**src/rtl/direccionamiento.sv**
```systemverilog
// Address-generation unit for the 8-bit datapath: decodes a 5-bit addressing
// command into a registered data-memory address, write data and RW strobe.
// Optional macro DIRECC_VALID_EN adds a registered o_Valid access pulse.
module direccionamiento #(
  parameter logic [7:0] INDEX_RST = 8'h00,
  parameter logic [7:0] PTR_RST   = 8'h00
) (
  input  logic        i_Clk,
  input  logic        i_Rst,
  input  logic [4:0]  i_Control_Direc,
  input  logic [15:0] i_DireccionDato,
  output logic [7:0]  o_Direccion_Datos,
  output logic [7:0]  o_Salida_Datos,
  output logic        o_RW
`ifdef DIRECC_VALID_EN
  ,
  output logic        o_Valid
`endif
);

  localparam int unsigned BYTE_W = 8;

  typedef enum logic [2:0] {
    MODE_NOP      = 3'b000,
    MODE_DIRECT   = 3'b001,
    MODE_INDEXED  = 3'b010,
    MODE_LD_INDEX = 3'b011,
    MODE_INDIRECT = 3'b100,
    MODE_POST_INC = 3'b101,
    MODE_LD_PTR   = 3'b110,
    MODE_PRE_DEC  = 3'b111
  } mode_e;

  mode_e             mode;
  logic              rw;
  logic              en;
  logic [BYTE_W-1:0] a_byte;
  logic [BYTE_W-1:0] d_byte;

  logic [BYTE_W-1:0] index_q;
  logic [BYTE_W-1:0] ptr_q;

  logic [BYTE_W-1:0] addr_d;
  logic [BYTE_W-1:0] data_d;
  logic              rw_d;
  logic [BYTE_W-1:0] index_d;
  logic [BYTE_W-1:0] ptr_d;
  logic [BYTE_W-1:0] ptr_dec;
  logic              access;

  assign mode    = mode_e'(i_Control_Direc[4:2]);
  assign rw      = i_Control_Direc[1];
  assign en      = i_Control_Direc[0];
  assign a_byte  = i_DireccionDato[15:8];
  assign d_byte  = i_DireccionDato[7:0];
  assign ptr_dec = BYTE_W'(ptr_q - BYTE_W'(1));

  // Next-state decode; anything not touched by the command holds.
  always_comb begin
    addr_d  = o_Direccion_Datos;
    data_d  = o_Salida_Datos;
    rw_d    = 1'b0;
    index_d = index_q;
    ptr_d   = ptr_q;
    access  = 1'b0;
    if (en) begin
      case (mode)
        MODE_NOP: ;
        MODE_DIRECT: begin
          access = 1'b1;
          addr_d = a_byte;
        end
        MODE_INDEXED: begin
          access = 1'b1;
          addr_d = BYTE_W'(a_byte + index_q);
        end
        MODE_LD_INDEX: index_d = d_byte;
        MODE_INDIRECT: begin
          access = 1'b1;
          addr_d = ptr_q;
        end
        MODE_POST_INC: begin
          access = 1'b1;
          addr_d = ptr_q;
          ptr_d  = BYTE_W'(ptr_q + BYTE_W'(1));
        end
        MODE_LD_PTR: ptr_d = a_byte;
        MODE_PRE_DEC: begin
          access = 1'b1;
          addr_d = ptr_dec;
          ptr_d  = ptr_dec;
        end
      endcase
    end
    // Memory accesses always refresh the data bus; reads park it at zero.
    if (access) begin
      data_d = rw ? d_byte : '0;
      rw_d   = rw;
    end
  end

  always_ff @(posedge i_Clk or posedge i_Rst) begin
    if (i_Rst) begin
      o_Direccion_Datos <= '0;
      o_Salida_Datos    <= '0;
      o_RW              <= 1'b0;
      index_q           <= INDEX_RST;
      ptr_q             <= PTR_RST;
    end else begin
      o_Direccion_Datos <= addr_d;
      o_Salida_Datos    <= data_d;
      o_RW              <= rw_d;
      index_q           <= index_d;
      ptr_q             <= ptr_d;
    end
  end

`ifdef DIRECC_VALID_EN
  always_ff @(posedge i_Clk or posedge i_Rst) begin
    if (i_Rst) o_Valid <= 1'b0;
    else       o_Valid <= access;
  end
`endif

endmodule

```
**config.mk**
```make
export PLATFORM = sky130hd
export DESIGN_NAME = direccionamiento
export DESIGN_NICKNAME = d
export VERILOG_FILES = /design/src/rtl/direccionamiento.sv
export SDC_FILE = /design/constraint.sdc
export NUM_CORES = 1
export LEC_CHECK = 0
export ABC_AREA = 1
export CORE_MARGIN = 2
export CORE_UTILIZATION = 48
export DETAILED_ROUTE_END_ITERATION = 8
export PLACE_DENSITY = 0.77
export SLEW_MARGIN = 20
export SYNTH_ARGS = -nofsm -noshare
export SYNTH_HDL_FRONTEND = slang
export SYNTH_SLANG_ARGS = --single-unit
export TNS_END_PERCENT = 30
```
**constraint.sdc**
```tcl
create_clock -name i_Clk -period 1.46 [get_ports i_Clk]
set_input_delay 0.438 -clock i_Clk [delete_from_list [all_inputs] [get_ports i_Clk]]
set_output_delay 0.438 -clock i_Clk [all_outputs]
set_load 0.02 [all_outputs]
```
# ---- Yosys cells after proc, flatten, opt, wreduce, memory -nomap -nowiden
# Index checks and enable logic that the tools add are counted.
dict set report word_totals {
  ff_bits 33
  latchBits 0
  ram_bits 0
  mem_bits_ro 0
  input_bits 23
  out_inout_bits 17
  n_memories 0
}
dict set report op_classes {
  addsub 3
  mul 0
  div_mod_pow 0
  magnitude_cmp 0
  eq_ne 7
  n_shift 0
  n_mux 6
  bitwise 0
  reduce_logical 7
}
# op count
set op_table {}
lappend op_table {{case mux 8 bit (4 select lines)} 1}
lappend op_table {{case mux 8 bit (3 select lines)} 1}
lappend op_table {{equality test 3 bit (second input constant)} 4}
lappend op_table {{adder 8 x 1 -> 8 bit (second input constant)} 1}
lappend op_table {{adder 8 bit} 1}
lappend op_table {{two-way mux 8 bit} 1}
lappend op_table {{subtractor 8 x 1 -> 8 bit (second input constant)} 1}
lappend op_table {{equality test 3 x 2 -> 1 bit (second input constant)} 2}
lappend op_table {{AND reduction 2 bit} 3}
lappend op_table {{OR reduction 5 bit} 1}
lappend op_table {{nonzero test 4 bit} 1}
lappend op_table {{equality test 3 x 1 -> 1 bit (second input constant)} 1}
lappend op_table {{two-way mux 1 bit} 3}
lappend op_table {{nonzero test 3 bit} 1}
lappend op_table {{OR reduction 2 bit} 1}

# ---- Depth between registers and ports, before layout
dict set report logic_depth {
  ltp_word 5
  depth_mapped 12
}

# ---- Least setup slack after synthesis
# OpenSTA, ideal clock, no wires.
dict set report synth_timing {
  path_kind {in2reg}
  start {input i_DireccionDato[8]}
  end {register o_Direccion_Datos[6]}
  setup_ns 0.116
  t_arrival_ns 1.451
  t_required_ns 1.344
  path_slack_ns -0.108
  path_stages 11
  path_cell_list {ha_1 -> inv_1 -> fa_1 -> inv_1 -> nand3_1 -> nand3_1 -> nand2_1 -> nand3_1 -> nand2_1 -> nand2_1 -> nand2_1}
}
dict set report synth_via {
  elab_chain_cells 2
}
# element line_no
set synth_rtl {}
lappend synth_rtl {{start, declared} 11} ;# input logic [15:0] i_DireccionDato,
lappend synth_rtl {{adder 8 bit} 75} ;# addr_d = BYTE_W'(a_byte + index_q);
lappend synth_rtl {{case mux 8 bit (4 select lines)} 67} ;# case (mode)
lappend synth_rtl {{end signal, assigned} 110} ;# o_Direccion_Datos <= addr_d;
lappend synth_rtl {{end, declared} 12} ;# output logic [7:0] o_Direccion_Datos,
# No other way between the ends.
# A chain may end at the register's enable or synchronous reset.

# ---- Worst setup path in the final report
dict set report layout_timing {
  start {register index_q[0]}
  end {register o_Direccion_Datos[4]}
}
dict set report layout_via {
  elab_chain_cells 2
}
# element line_no
set layout_rtl {}
lappend layout_rtl {{start, declared} 40} ;# logic [BYTE_W-1:0] index_q;
lappend layout_rtl {{start signal, assigned} 113} ;# index_q <= index_d;
lappend layout_rtl {{adder 8 bit} 75}
lappend layout_rtl {{case mux 8 bit (4 select lines)} 67}
# No other way between the ends.

==> metrics.txt <==
# TYPE chip_impl_metric gauge
chip_impl_info{name="status",value="complete, but fails checks"} 1
chip_impl_info{name="violations_in_the_final_reports",value="setup timing"} 1
chip_impl_metric{name="timing.critical_path.fanout_max",unit=""} 4
chip_impl_metric{name="cts.sinks",unit=""} 33
chip_impl_metric{name="initial_utilization",unit="%"} 50.82
chip_impl_metric{name="max_freq",unit="GHz"} 0.6493
chip_impl_metric{name="max_slew_violation_count",unit=""} 0
chip_impl_metric{name="syn_nets",unit=""} 366
chip_impl_metric{name="post_drt_via_cell_ratio",unit=""} 5.355
chip_impl_metric{name="wl",unit="mm"} 6.679
chip_impl_metric{name="grt_start_max_net_pins",unit=""} 34
chip_impl_metric{name="post_dp_cell_area",unit="µm²"} 3039
chip_impl_metric{name="seq_area",unit="µm²"} 827.0
chip_impl_metric{name="fp.dieArea",unit="µm²"} 5270
chip_impl_metric{name="vdd.ir_drop.worst",unit="mV"} 0.6872
chip_impl_metric{name="synth_cell_type_count",unit=""} 30
chip_impl_metric{name="dp.final_hpwl",unit="mm"} 4.591
chip_impl_metric{name="cp.buffers_inverters",unit=""} 3
chip_impl_metric{name="setup_viol_count_final",unit=""} 4
chip_impl_metric{name="clockBufferDepth",unit=""} 2
chip_impl_metric{name="worst_path_largest_cell_delay",unit="ns"} 0.40
chip_impl_info{name="hold_path_class",value="register to register"} 1
chip_impl_info{name="startpoint_type",value="register"} 1
chip_impl_metric{name="clock_power_share",unit="%"} 18.8
chip_impl_metric{name="synth_warnings",unit=""} 0
chip_impl_info{name="layout.cells.most_common_list",value="85 x sky130_fd_sc_hd__nand2_1, 47 x sky130_fd_sc_hd__inv_1, 38 x sky130_fd_sc_hd__buf_4"} 1
chip_impl_info{name="tritoncts",value="yes"} 1
chip_impl_metric{name="grt_antenna_before_repair",unit=""} 0
chip_impl_metric{name="layout_min_cycle_time",unit="ns"} 1.540
chip_impl_metric{name="maxCapViolCount",unit=""} 0
chip_impl_metric{name="pwr-share-seq",unit="%"} 33.6
chip_impl_metric{name="power.density",unit="nW/µm²"} 1088
chip_impl_metric{name="worst-r2r-setup-slack",unit="ns"} -0.08
chip_impl_info{name="leading_cell_type_in_the_layout_fill_and_taps_excluded",value="sky130_fd_sc_hd__nand2_1"} 1
chip_impl_metric{name="synth_cells",unit=""} 333
chip_impl_metric{name="static-leakage-power",unit="µW"} 0.001728
chip_impl_metric{name="globalRouteOverflowTotal",unit=""} 0
chip_impl_metric{name="switching_share",unit="%"} 39.89
chip_impl_info{name="critPathCaptureType",value="register"} 1
chip_impl_metric{name="drtAntennaViolNets",unit=""} 0
chip_impl_metric{name="drt-pass1-iter-count",unit=""} 5
chip_impl_metric{name="hold-path-cell-count",unit=""} 2
chip_impl_metric{name="grt_usage",unit="%"} 25.55
chip_impl_metric{name="detailedPlace.worstSlack",unit="ns"} -0.6986
chip_impl_metric{name="setup_ws",unit="ns"} -0.08014
chip_impl_metric{name="synthesized_flop_and_latch_total",unit=""} 33
chip_impl_metric{name="cts-hold-fix-buffers",unit=""} 0
chip_impl_metric{name="multi_input_gate_area",unit="µm²"} 1436
chip_impl_metric{name="drive_above_1_share",unit="%"} 27.55
chip_impl_info{name="worst_hold_startpoint",value="o_Direccion_Datos[5]"} 1
chip_impl_metric{name="place.port_buffers",unit=""} 39
chip_impl_metric{name="filler_cell_count",unit=""} 334
chip_impl_metric{name="vias",unit=""} 2533
chip_impl_metric{name="cts_max_level",unit=""} 2
chip_impl_info{name="crit_path_cell_trace",value="ha_4, inv_2, fa_2, inv_2, nand2_2, nand2_2, a21oi_2, o21ai_1, nand3b_1, nand2_1, inv_1"} 1
chip_impl_metric{name="hold_viol_final",unit=""} 0
chip_impl_metric{name="detail_route.wl_per_cell",unit="µm"} 14.12
chip_impl_metric{name="path_clk_slew",unit="ns"} 0.08
chip_impl_info{name="netlist_top_cells_area",value="sky130_fd_sc_hd__dfrtp_1 37%, sky130_fd_sc_hd__nand2_1 16%, sky130_fd_sc_hd__inv_1 8.5%"} 1
chip_impl_metric{name="grt_first_pass_wirelength",unit="mm"} 10.69
chip_impl_metric{name="remaining_drcs",unit=""} 0
chip_impl_metric{name="syn-cell-area",unit="µm²"} 2258
chip_impl_metric{name="vias_in_the_first_global_route",unit=""} 2439
chip_impl_metric{name="fp.coreArea",unit="µm²"} 4444
chip_impl_metric{name="worst_skew_pair.late_latency",unit="ns"} 0.29
chip_impl_metric{name="crit_path_required_time",unit="ns"} 1.65
chip_impl_metric{name="synth.top_cell.area_share",unit="%"} 36.57
chip_impl_metric{name="syn2layout_area_growth",unit="%"} 49.70
chip_impl_metric{name="cts-buffers-inserted",unit=""} 5
chip_impl_info{name="clock_tree.root_cell",value="sky130_fd_sc_hd__clkbuf_8"} 1
chip_impl_info{name="crit_type",value="register to register"} 1
chip_impl_metric{name="worst-slew-pin-transition",unit="ns"} 0.2778
chip_impl_metric{name="worst_clock_skew",unit="ns"} 0.006663
chip_impl_metric{name="fin_crit_sh",unit="%"} 105.5
chip_impl_metric{name="stdcell_area",unit="µm²"} 3381
chip_impl_metric{name="postSynthAreaPerCell",unit="µm²"} 6.782
chip_impl_info{name="worstReg2RegStart",value="index_q[0]"} 1
chip_impl_info{name="r2r-end",value="o_Direccion_Datos[4]"} 1
chip_impl_metric{name="fp.dieH",unit="µm"} 72.60
chip_impl_metric{name="die_w",unit="µm"} 72.60
chip_impl_metric{name="slew-limit-headroom",unit="%"} 81.48
chip_impl_info{name="critical_path.slowest_cell",value="sky130_fd_sc_hd__dfrtp_1"} 1
chip_impl_metric{name="finalNetCount",unit=""} 453
chip_impl_info{name="worst_hold_path_ep",value="o_Direccion_Datos[5]"} 1
chip_impl_metric{name="r2r_cells",unit=""} 11
chip_impl_metric{name="ys_seq_area_share",unit="%"} 36.57
chip_impl_metric{name="num_antenna_cells",unit=""} 0
chip_impl_metric{name="pin_count",unit=""} 40
chip_impl_info{name="cp_top_family",value="adder cells"} 1
chip_impl_metric{name="worst-endpoint-arrival",unit="ns"} 1.73
chip_impl_metric{name="timing.hold.ws",unit="ns"} 0.4756
chip_impl_metric{name="globalplace.congestion",unit=""} 0.8588
chip_impl_metric{name="power.total",unit="µW"} 3679
chip_impl_info{name="yosys.area.top_type",value="sky130_fd_sc_hd__dfrtp_1"} 1
chip_impl_metric{name="core.rowCount",unit=""} 24
chip_impl_metric{name="drt_iter0_drc",unit=""} 211
chip_impl_metric{name="power_frac_comb",unit="%"} 47.6
chip_impl_metric{name="switching_power",unit="µW"} 1468
chip_impl_metric{name="cell_internal_pwr",unit="µW"} 2212
chip_impl_info{name="rsz0062_at_grt",value="true"} 1
-- synthesized netlist by cell type, drive strengths merged --
cell type and n:
dfrtp 33, nor3 2, inv 56, nor2 32
o221ai 1, o211ai 1, nand2 101, nand3b 1
o21ai 31, nand3 31, fa 1, a31oi 2
xnor2 1, a22oi 1, clkbuf 1, or2 3
a21oi 18, ha 9, buf 4, xor2 1
nand4 3
-- worst min-delay path, delay by kind of cell, from the launching register on --
kind	cells	cell delay, ns
AND/OR/NAND/NOR	2	0.10
flip-flops	1	0.34
-- area by class of cell --
type                            count  area share, %
Tap cell                           52          1.925
Inverter                           56          6.218
Sequential cell                    33          24.46
Multi-Input combinational cell    239          42.49
Timing Repair Buffer               85          22.43
Clock inverter                      1         0.2221
Clock buffer                        7          2.258
-- sequential cells by signal, indices dropped and copies added (netlist names) --
name               count
index_q                8
o_Direccion_Datos      8
o_Salida_Datos         8
ptr_q                  8
o_RW                   1
-- worst max-delay path by stage --
stage                                   from              endpoint  slack (ns)  depth (start not counted)
after floorplan           i_DireccionDato[8]  o_Direccion_Datos[4]       -0.05                         11
after global placement    i_DireccionDato[8]  o_Direccion_Datos[4]       -0.66                         12
after detailed placement  i_DireccionDato[8]  o_Direccion_Datos[4]       -0.70                         12
after CTS                         index_q[0]  o_Direccion_Datos[4]       -0.09                         11
after global routing              index_q[0]  o_Direccion_Datos[4]       -0.20                         11
final                             index_q[0]  o_Direccion_Datos[4]       -0.08                         11
-- through the flow --
| step | util, % | cells | TNS, ns |
|---|---|---|---|
| 3_3_place_gp | 68.38 | 459 | -14.82 |
| 2_1_floorplan | - | 333 | -0.1195 |
| 3_5_place_dp | 68.38 | 459 | -16.06 |
| 6_report | 76.07 | 473 | -0.2840 |
| 5_1_grt | 76.07 | 473 | -0.9054 |
| 4_1_cts | 72.49 | 468 | -0.1583 |
-- power groups by stage --
stage / Combinational, µW / Sequential, µW / Clock (µW)
floorplan: 791 / 1290 / 0
global placement: 1450 / 1220 / 0
detailed placement: 1490 / 1220 / 0
CTS: 1530 / 1220 / 698
global route: 1910 / 1260 / 743
finish: 1750 / 1240 / 690
-- routing by layer --
| metal | up-vias | GRT usage (%) | wire length, µm |
|---|---|---|---|
| li1 | 1234 | - | - |
| met1 | 1186 | 32.30 | 2852 |
| met2 | 98 | 43.74 | 3365 |
| met3 | 15 | 5.249 | 358 |
| met4 | 0 | 8.230 | 102 |
| met5 | - | 0 | 0 |
-- cells by family after synthesis --
group           after synthesis  share of synthesized area, %
xor+xnor                      2                        0.7758
compound gates               54                         12.80
flops                        33                         36.57
simple gates                173                         33.24
fa+ha+maj                    10                         5.873
buf+inv                      61                         10.75
-- timing repair --
action | 4_1_cts | 5_1_grt
hold endpoints to repair | 0 | 0
pin swaps | 15 | 17
endpoints found under the setup margin | 44 | 29
buffers inserted | 1 | 6
gates resized for setup | 56 | 44
(Power assumes the default switching activity.)
